File: src/rtl/mc_bridge.sv
// Synchronous front end for the MCU parallel memory-controller bus: synchronizes the
// asynchronous strobes and issues single-cycle write/read strobes to the register space.
module mc_bridge #(
  parameter int unsigned DATA_WIDTH = 16,
  parameter int unsigned ADD_WIDTH  = 6
) (
  input  logic                  clock,
  input  logic                  reset,
  input  logic                  mc_ce,
  input  logic                  mc_oe,
  input  logic                  mc_we,
  input  logic [ADD_WIDTH-1:0]  mc_add,
  input  logic [DATA_WIDTH-1:0] mc_din,
  output logic [DATA_WIDTH-1:0] mc_dout,
  output logic                  mc_doe,
  output logic                  wr_stb,
  output logic [ADD_WIDTH-1:0]  wr_add,
  output logic [DATA_WIDTH-1:0] wr_data,
  output logic                  rd_stb,
  output logic [ADD_WIDTH-1:0]  rd_add,
  input  logic [DATA_WIDTH-1:0] rd_data
);

  typedef enum logic [1:0] {IDLE, WRITE, READ, RHOLD} state_t;

  state_t state, state_d;

  // Strobe synchronizers: bit 0 = s1, bit 1 = s2, bit 2 = s3 (history).
  logic [2:0] ce_q, oe_q, we_q;
  // Falls are masked until the synchronizers have seen the pins after reset.
  logic [2:0] arm;

  logic [ADD_WIDTH-1:0]  add_p1, add_p2, hold_add;
  logic [DATA_WIDTH-1:0] din_p1, din_p2, hold_data;

  logic                  wr_stb_d, rd_stb_d, doe_d;
  logic [ADD_WIDTH-1:0]  wr_add_d, rd_add_d;
  logic [DATA_WIDTH-1:0] wr_data_d, dout_d;

  logic ce_s, oe_s, we_s;
  logic we_fall, we_rise, ce_rise, rd_start;

  always_ff @(posedge clock or posedge reset) begin
    if (reset) begin
      ce_q <= '1;
      oe_q <= '1;
      we_q <= '1;
      arm  <= '0;
    end else begin
      ce_q <= {ce_q[1:0], mc_ce};
      oe_q <= {oe_q[1:0], mc_oe};
      we_q <= {we_q[1:0], mc_we};
      arm  <= {arm[1:0], 1'b1};
    end
  end

  // Address/data pipeline aligned with s1/s2; hold keeps the last value seen with we low.
  always_ff @(posedge clock) begin
    add_p1 <= mc_add;
    add_p2 <= add_p1;
    din_p1 <= mc_din;
    din_p2 <= din_p1;
    if (!we_q[1]) begin
      hold_add  <= add_p2;
      hold_data <= din_p2;
    end
  end

  assign ce_s    = ce_q[1];
  assign oe_s    = oe_q[1];
  assign we_s    = we_q[1];
  assign we_fall = arm[2] & we_q[2] & ~we_q[1];
  assign we_rise = ~we_q[2] & we_q[1];
  assign ce_rise = ~ce_q[2] & ce_q[1];
  // Read start is judged one stage early so rd_stb leaves a register in the fall-detect cycle.
  assign rd_start = arm[1] & oe_q[1] & ~oe_q[0] & ~ce_q[0] & we_q[0];

  always_ff @(posedge clock or posedge reset) begin
    if (reset) begin
      state   <= IDLE;
      wr_stb  <= 1'b0;
      wr_add  <= '0;
      wr_data <= '0;
      rd_stb  <= 1'b0;
      rd_add  <= '0;
      mc_dout <= '0;
      mc_doe  <= 1'b0;
    end else begin
      state   <= state_d;
      wr_stb  <= wr_stb_d;
      wr_add  <= wr_add_d;
      wr_data <= wr_data_d;
      rd_stb  <= rd_stb_d;
      rd_add  <= rd_add_d;
      mc_dout <= dout_d;
      mc_doe  <= doe_d;
    end
  end

  always_comb begin
    state_d   = state;
    wr_stb_d  = 1'b0;
    wr_add_d  = wr_add;
    wr_data_d = wr_data;
    rd_stb_d  = 1'b0;
    rd_add_d  = rd_add;
    dout_d    = mc_dout;
    doe_d     = mc_doe;
    case (state)
      IDLE: begin
        if (!ce_s && we_fall) begin
          state_d = WRITE;
        end else if (rd_start) begin
          state_d  = READ;
          rd_stb_d = 1'b1;
          rd_add_d = add_p2;
        end
      end
      WRITE: begin
        if (we_rise && (!ce_s || ce_rise)) begin
          wr_stb_d  = 1'b1;
          wr_add_d  = hold_add;
          wr_data_d = hold_data;
          state_d   = IDLE;
        end else if (ce_s) begin
          state_d = IDLE;
        end
      end
      READ: state_d = RHOLD;
      RHOLD: begin
        // mc_doe low on entry marks the first RHOLD cycle, where rd_data is valid.
        if (oe_s || ce_s || !we_s) begin
          doe_d   = 1'b0;
          state_d = IDLE;
        end else if (!mc_doe) begin
          dout_d = rd_data;
          doe_d  = 1'b1;
        end
      end
      default: state_d = IDLE;
    endcase
  end

endmodule

File: config.mk
export PLATFORM = sky130hd
export DESIGN_NAME = mc_bridge
export DESIGN_NICKNAME = d
export VERILOG_FILES = /design/src/rtl/mc_bridge.sv
export SDC_FILE = /design/constraint.sdc
export NUM_CORES = 1
export LEC_CHECK = 0
export BUFFER_PORTS_ARGS = -buffer_cell sky130_fd_sc_hd__buf_2
export CORE_ASPECT_RATIO = 0.7
export CORE_MARGIN = 3
export CORE_UTILIZATION = 28
export DETAILED_ROUTE_END_ITERATION = 6
export PLACE_DENSITY = 0.57
export RECOVER_POWER = 100
export SETUP_SLACK_MARGIN = 0.3
export SLEW_MARGIN = 20
export SYNTH_ARGS = -nofsm -noshare
export SYNTH_HDL_FRONTEND = slang
export SYNTH_SLANG_ARGS = --single-unit
File: constraint.sdc
create_clock -name clock -period 1.85 [get_ports clock]
set_input_delay 0.2775 -clock clock [delete_from_list [all_inputs] [get_ports clock]]
set_output_delay 0.2775 -clock clock [all_outputs]
set_load 0.1 [all_outputs]
==> flow_summary_export.csv, run 1 <==
group,metric,value,unit
worst_setup_path,endpoint,"mc_dout[0]",
worst_setup_path,critPathSlowestCell,"dfstp_1",
sta,final_max_slew_viol_count,0,
clocking,cts_tree,"yes",
logic_synthesis,synth_cell_types,21,
routing,wl_per_cell,13.58,um
finish,syn2layout_area_growth,46.40,%
clocking,clockBufferDepth,2,
sta,rsz0062_at_grt,"true",
worst_setup_path,rr_worst_depth,5,
logic_synthesis,yosys_warnings,0,
sta,timing.fmax,0.5978,GHz
sta,tns,0,ps
logic_synthesis,synth.avg_cell_area,19.06,um2
logic_synthesis,synthesis.instances,195,
die,io_pins,90,
worst_setup_path,crit_required,2120,ps
global_routing,grt_pass1_wl,11020,um
finish,seq_area,0.003057,mm2
die,die_w,143.7,um
finish,final_cells,511,
worst_setup_path,r2r_end,"mc_dout[0]",
finish,nets,379,
logic_synthesis,syn_nets,238,
routing,ant_nets,0,
worst_setup_path,start_kind,"flip-flop",
clocking,clk_latency,400,ps
finish,antennaDiodeCount,0,
logic_synthesis,yosys.area.top_type,"dfrtp_1",
routing,drc,0,
clocking,cts_root_buffer,"clkbuf_16",
global_routing,grt_max_degree,45,
routing,drt_pass1_iterations,4,
clocking,cts.sinks,126,
logic_synthesis,ys_top_cells_by_area,"dfrtp_1, dfxtp_1, edfxtp_1",
place,place.gp.congestion,0.7427,
routing,drt_iter0_markers,71,
global_routing,grt_usage,0.1011,
routing,wl,6937,um
logic_synthesis,yosysSeqAreaShare,0.8215,
routing,vias_per_cell,3.982,
finish,fillers,1145,
worst_setup_path,critPathMaxStageDelay,540,ps
sta,worst_pin_slew,880.1,ps
global_routing,grt_pass1_vias,2138,
logic_synthesis,synth_top_area_frac,0.3502,
clocking,cts_inserted_buffers,17,
sta,setup_viol,0,
die,initial_core_util,0.2931,
clocking,cts_htree_levels,4,
clocking,cts.clk_slew.worst_paths,60,ps
die,die_area,0.01471,mm2
flow_run,max-cap-violations,0,
outcome,outcome,"finished clean",
logic_synthesis,netlist_area,0.003716,mm2
finish,finish.utilization,0.4291,
worst_setup_path,end_kind,"flip-flop",
place,dp.cells,448,
worst_setup_path,path_cells,"nand2b_2 -> nor4_4 -> clkbuf_1 -> buf_12 -> mux2_1",
sta,finClkSkew,6.470,ps
worst_setup_path,crit_type,"reg -> reg",
worst_setup_path,worstPathBufferInverterCount,2,
worst_setup_path,crit_fanout,8,
worst_setup_path,critPathArrivalTime,1950,ps
sta,finalCriticalPeriod,1673,ps
die,die_h,102.4,um
worst_hold_path,hold_path.class,"in -> reg",
die,core.rowCount,34,
worst_setup_path,path_delay_family,"flip-flops",
routing,vias,2035,
sta,timing.final.crit_share,0.9043,
worst_setup_path,r2r-start,"we_q[1]",
die,design.core.area,0.01268,mm2
finish,drive_above_1_share,0.4871,
finish,multi_input_area,656.9,um2
sta,hold_violations,0,
worst_setup_path,startpoint,"we_q[1]",
place,portBuffers,89,
global_routing,grt_overflow_total,0,
worst_setup_path,cp.depth,5,
sta,slew_headroom,0.4100,
place,dpl.hpwl,4382,um
logic_synthesis,ys_ff_latch,126,
worst_setup_path,reg2reg_slack,180,ps
global_routing,antenna_found_initial,0,
-- worst min-delay path by stage --
stage	startpoint	to	slack, ps	cells past startpoint
after floorplan	mc_ce	ce_q[0]	280	0
after CTS	rd_data[2]	mc_dout[2]	90	2
after detailed placement	din_p1[0]	din_p2[0]	310	0
after global routing	rd_data[13]	mc_dout[13]	90	2
after global placement	reset	wr_add[4]	310	2
final	rd_data[12]	mc_dout[12]	100	2
-- layout make-up --
cell class | count | area share
Tap cell | 162 | 0.03726
Sequential cell | 126 | 0.5619
Clock buffer | 17 | 0.07820
Timing Repair Buffer | 125 | 0.1509
Multi-Input combinational cell | 61 | 0.1207
Clock inverter | 15 | 0.04738
Inverter | 5 | 0.003680
-- stage by stage --
| step | hold slack (ps) | setup WS, ps | area [um2] |
|---|---|---|---|
| after detailed placement | 312.1 | 219.8 | 4431 |
| after global placement | 310.7 | 267.1 | 4431 |
| after global routing | 88.51 | 83.77 | 5440 |
| final | 98.01 | 177.1 | 5440 |
| after CTS | 90.32 | 211.8 | 5492 |
| after floorplan | 282.0 | 145.7 | 3729 |
-- what timing repair did --
action / in CTS / in global routing
endpoints found under the setup margin: 17 / 44
buffers inserted: 3 / 1
hold buffers: 26 / 0
pin swaps: 1 / 2
gates resized for setup: 17 / 4
cloned: 1 / 0
endpoints found under the hold margin: 41 / 0
-- routing by layer --
metal	track usage	vias up	wire [um]
met1	0.1315	992	3252
met2	0.1490	70	3127
met4	0.04342	0	43
li1	-	967	-
met3	0.04256	6	513
met5	0	-	0
-- cell families (layout without fill, tap and decap cells) --
logic type	count (synthesis)	after routing	share of synthesized area
DFF	126	126	0.8215
and+or+nand+nor	12	12	0.02492
muxes	44	44	0.1333
other	1	1	0.001009
AOI/OAI and AO/OA	4	4	0.008418
buffers and inverters	8	162	0.01077
-- flip-flops by register name (all words and copies together) (netlist names) --
name	count
we_q	3
mc_doe	1
din_p2	16
hold_add	6
rd_stb	1
din_p1	16
add_p1	6
ce_q	3
oe_q	2
rd_add	6
state	2
hold_data	16
wr_data	16
mc_dout	16
wr_stb	1
wr_add	6
add_p2	6
arm	3
-- synthesized netlist by cell type --
| library cell | number |
|---|---|
| buf_2 | 2 |
| o31ai_1 | 1 |
| a211o_1 | 1 |
| edfxtp_1 | 22 |
| nor3b_1 | 1 |
| dfrtp_1 | 52 |
| nand4_1 | 2 |
| mux2_2 | 44 |
| nor4_4 | 1 |
| conb_1 | 1 |
| dfxtp_1 | 44 |
| buf_6 | 1 |
| nor2b_1 | 1 |
| nand2_1 | 3 |
| a22oi_1 | 2 |
| inv_1 | 5 |
| dfstp_2 | 8 |
| nor2_1 | 1 |
| nand4bb_1 | 1 |
| nor4bb_1 | 1 |
| nand2b_2 | 1 |
-- cells in the final DEF (no fill, tap or decap), types with 3 or more instances in the layout --
cell	Yosys	final
inv_1	5	4
clkbuf_1	0	4
clkbuf_16	0	18
dlygate4sd3_1	0	26
dfrtp_1	52	51
dfstp_1	0	5
dfxtp_1	44	44
clkbuf_2	0	49
bufinv_16	0	6
clkinv_4	0	4
buf_12	0	3
buf_2	2	40
edfxtp_1	22	22
nand2_1	3	3
mux2_1	0	10
dfstp_2	8	3
mux2_2	44	28
mux2_4	0	6
inv_6	0	3
Power of run 1 is left out: the tool's default activity adds up to more than one toggle a clock period on the data nets, which glitch-free logic cannot reach.
==> run 2, diff against run 1 <==
- CTS_BUF_LIST: default -> sky130_fd_sc_hd__clkbuf_4 sky130_fd_sc_hd__clkbuf_8
==> flow_summary_export.csv, run 2 (same netlist as run 1, synthesis figures left out) <==
group,metric,value,unit
sta,fin_ws,173.8,ps
sta,hold_violations,0,
die,die_w,143.7,um
worst_setup_path,critPathArrivalTime,1970,ps
sta,final_max_slew_viol_count,0,
clocking,clockBufferDepth,2,
worst_hold_path,hold_path.class,"in -> reg",
routing,ant_nets,0,
sta,rsz0062_at_grt,"true",
finish,nets,379,
sta,finalCriticalPeriod,1676,ps
worst_setup_path,crit_required,2150,ps
die,io_pins,90,
routing,drt_iter0_markers,43,
sta,timing.fmax,0.5966,GHz
place,portBuffers,89,
die,core.rowCount,34,
sta,slew_headroom,0.4071,
clocking,cts_htree_levels,4,
routing,wl,6876,um
routing,wl_per_cell,13.46,um
place,place.gp.congestion,0.7427,
worst_setup_path,end_kind,"flip-flop",
worst_setup_path,critPathSlowestCell,"dfstp_1",
finish,drive_above_1_share,0.4900,
clocking,clk_latency,420,ps
worst_setup_path,critPathMaxStageDelay,540,ps
finish,antennaDiodeCount,0,
worst_setup_path,crit_type,"reg -> reg",
outcome,outcome,"finished clean",
finish,mostFrequentLayoutCell,"dfrtp_1",
flow_run,max-cap-violations,0,
die,die_h,102.4,um
sta,timing.final.crit_share,0.9060,
global_routing,grt_pass1_wl,10950,um
routing,vias,2059,
clocking,cts.clk_slew.worst_paths,70,ps
finish,syn2layout_area_growth,41.35,%
global_routing,grt_pass1_vias,2119,
place,dpl.hpwl,4382,um
sta,tns,0,ps
worst_setup_path,crit_fanout,8,
worst_setup_path,worstPathBufferInverterCount,2,
finish,layout.cells.most_common_list,"dfrtp_1, clkbuf_2, dfxtp_1",
worst_setup_path,start_kind,"flip-flop",
routing,vias_per_cell,4.029,
global_routing,grt_max_degree,45,
routing,drc,0,
global_routing,grt_overflow_total,0,
sta,finClkSkew,9.754,ps
clocking,cts_tree,"yes",
sta,worst_pin_slew,884.5,ps
clocking,cts.sinks,126,
routing,drt_pass1_iterations,4,
worst_setup_path,path_cells,"nand2b_2 -> nor4_4 -> clkbuf_1 -> buf_12 -> mux2_1",
clocking,cts_root_buffer,"clkbuf_8",
global_routing,antenna_found_initial,0,
clocking,cts_inserted_buffers,17,
die,design.core.area,0.01268,mm2
place,place_ws,219.8,ps
die,initial_core_util,0.2931,
sta,setup_viol,0,
global_routing,grt_usage,0.1013,
worst_setup_path,path_delay_family,"flip-flops",
die,die_area,0.01471,mm2
run 2: layout make-up:
type | instances | area [um2]
sequential | 126 | 3057
inverter | 5 | 20.02
fill | 1175 | 7425
timing repair buffer | 125 | 820.8
clock inverter | 15 | 257.7
multi-input combinational | 61 | 660.6
tap | 162 | 202.7
clock buffer | 17 | 234.0
run 2: metrics by stage:
stage                     area, um2  std cells  hold WS, ps    util
after floorplan                3729        195        282.0       -
after CTS                      5300        510        55.29  0.4181
after detailed placement       4431        448        312.1  0.3495
final                          5253        511        76.61  0.4143
after global placement         4431        448        310.7  0.3495
after global routing           5253        511        41.14  0.4143
run 2: metal layers:
layer / global-route usage / share of wire
met4: 0.04776 / 0.016
met5: 0 / 0
met3: 0.04490 / 0.059
met1: 0.1303 / 0.47
met2: 0.1472 / 0.45
run 2: worst reg2reg max path, stage by stage (launching register included):
cell	delay (ps)
dfstp_1	540
nand2b_2	90
nor4_4	260
clkbuf_1	170
buf_12	150
mux2_1	340
run 2: repair_timing:
action                                 4_1_cts  5_1_grt
pin swaps                                    1        2
endpoints found under the hold margin       41        0
buffers inserted                             3        1
hold buffers                                26        0
gates resized for setup                     17       25
cloned                                       1        0
setup endpoints to repair                   17       65
run 2: worst paths after layout:
check                            start          end  slack [ps]  cells after the start
hold reg to reg              din_p1[3]    din_p2[3]         320                      0
min in group asynchronous        reset   wr_data[3]         530                      3
setup / recovery               we_q[1]   mc_dout[0]         170                      5
max in group asynchronous        reset      oe_q[0]         580                      4
setup reg to reg               we_q[1]   mc_dout[0]         170                      5
hold / removal             rd_data[12]  mc_dout[12]          80                      2
Power of run 2 is left out for the same reason.
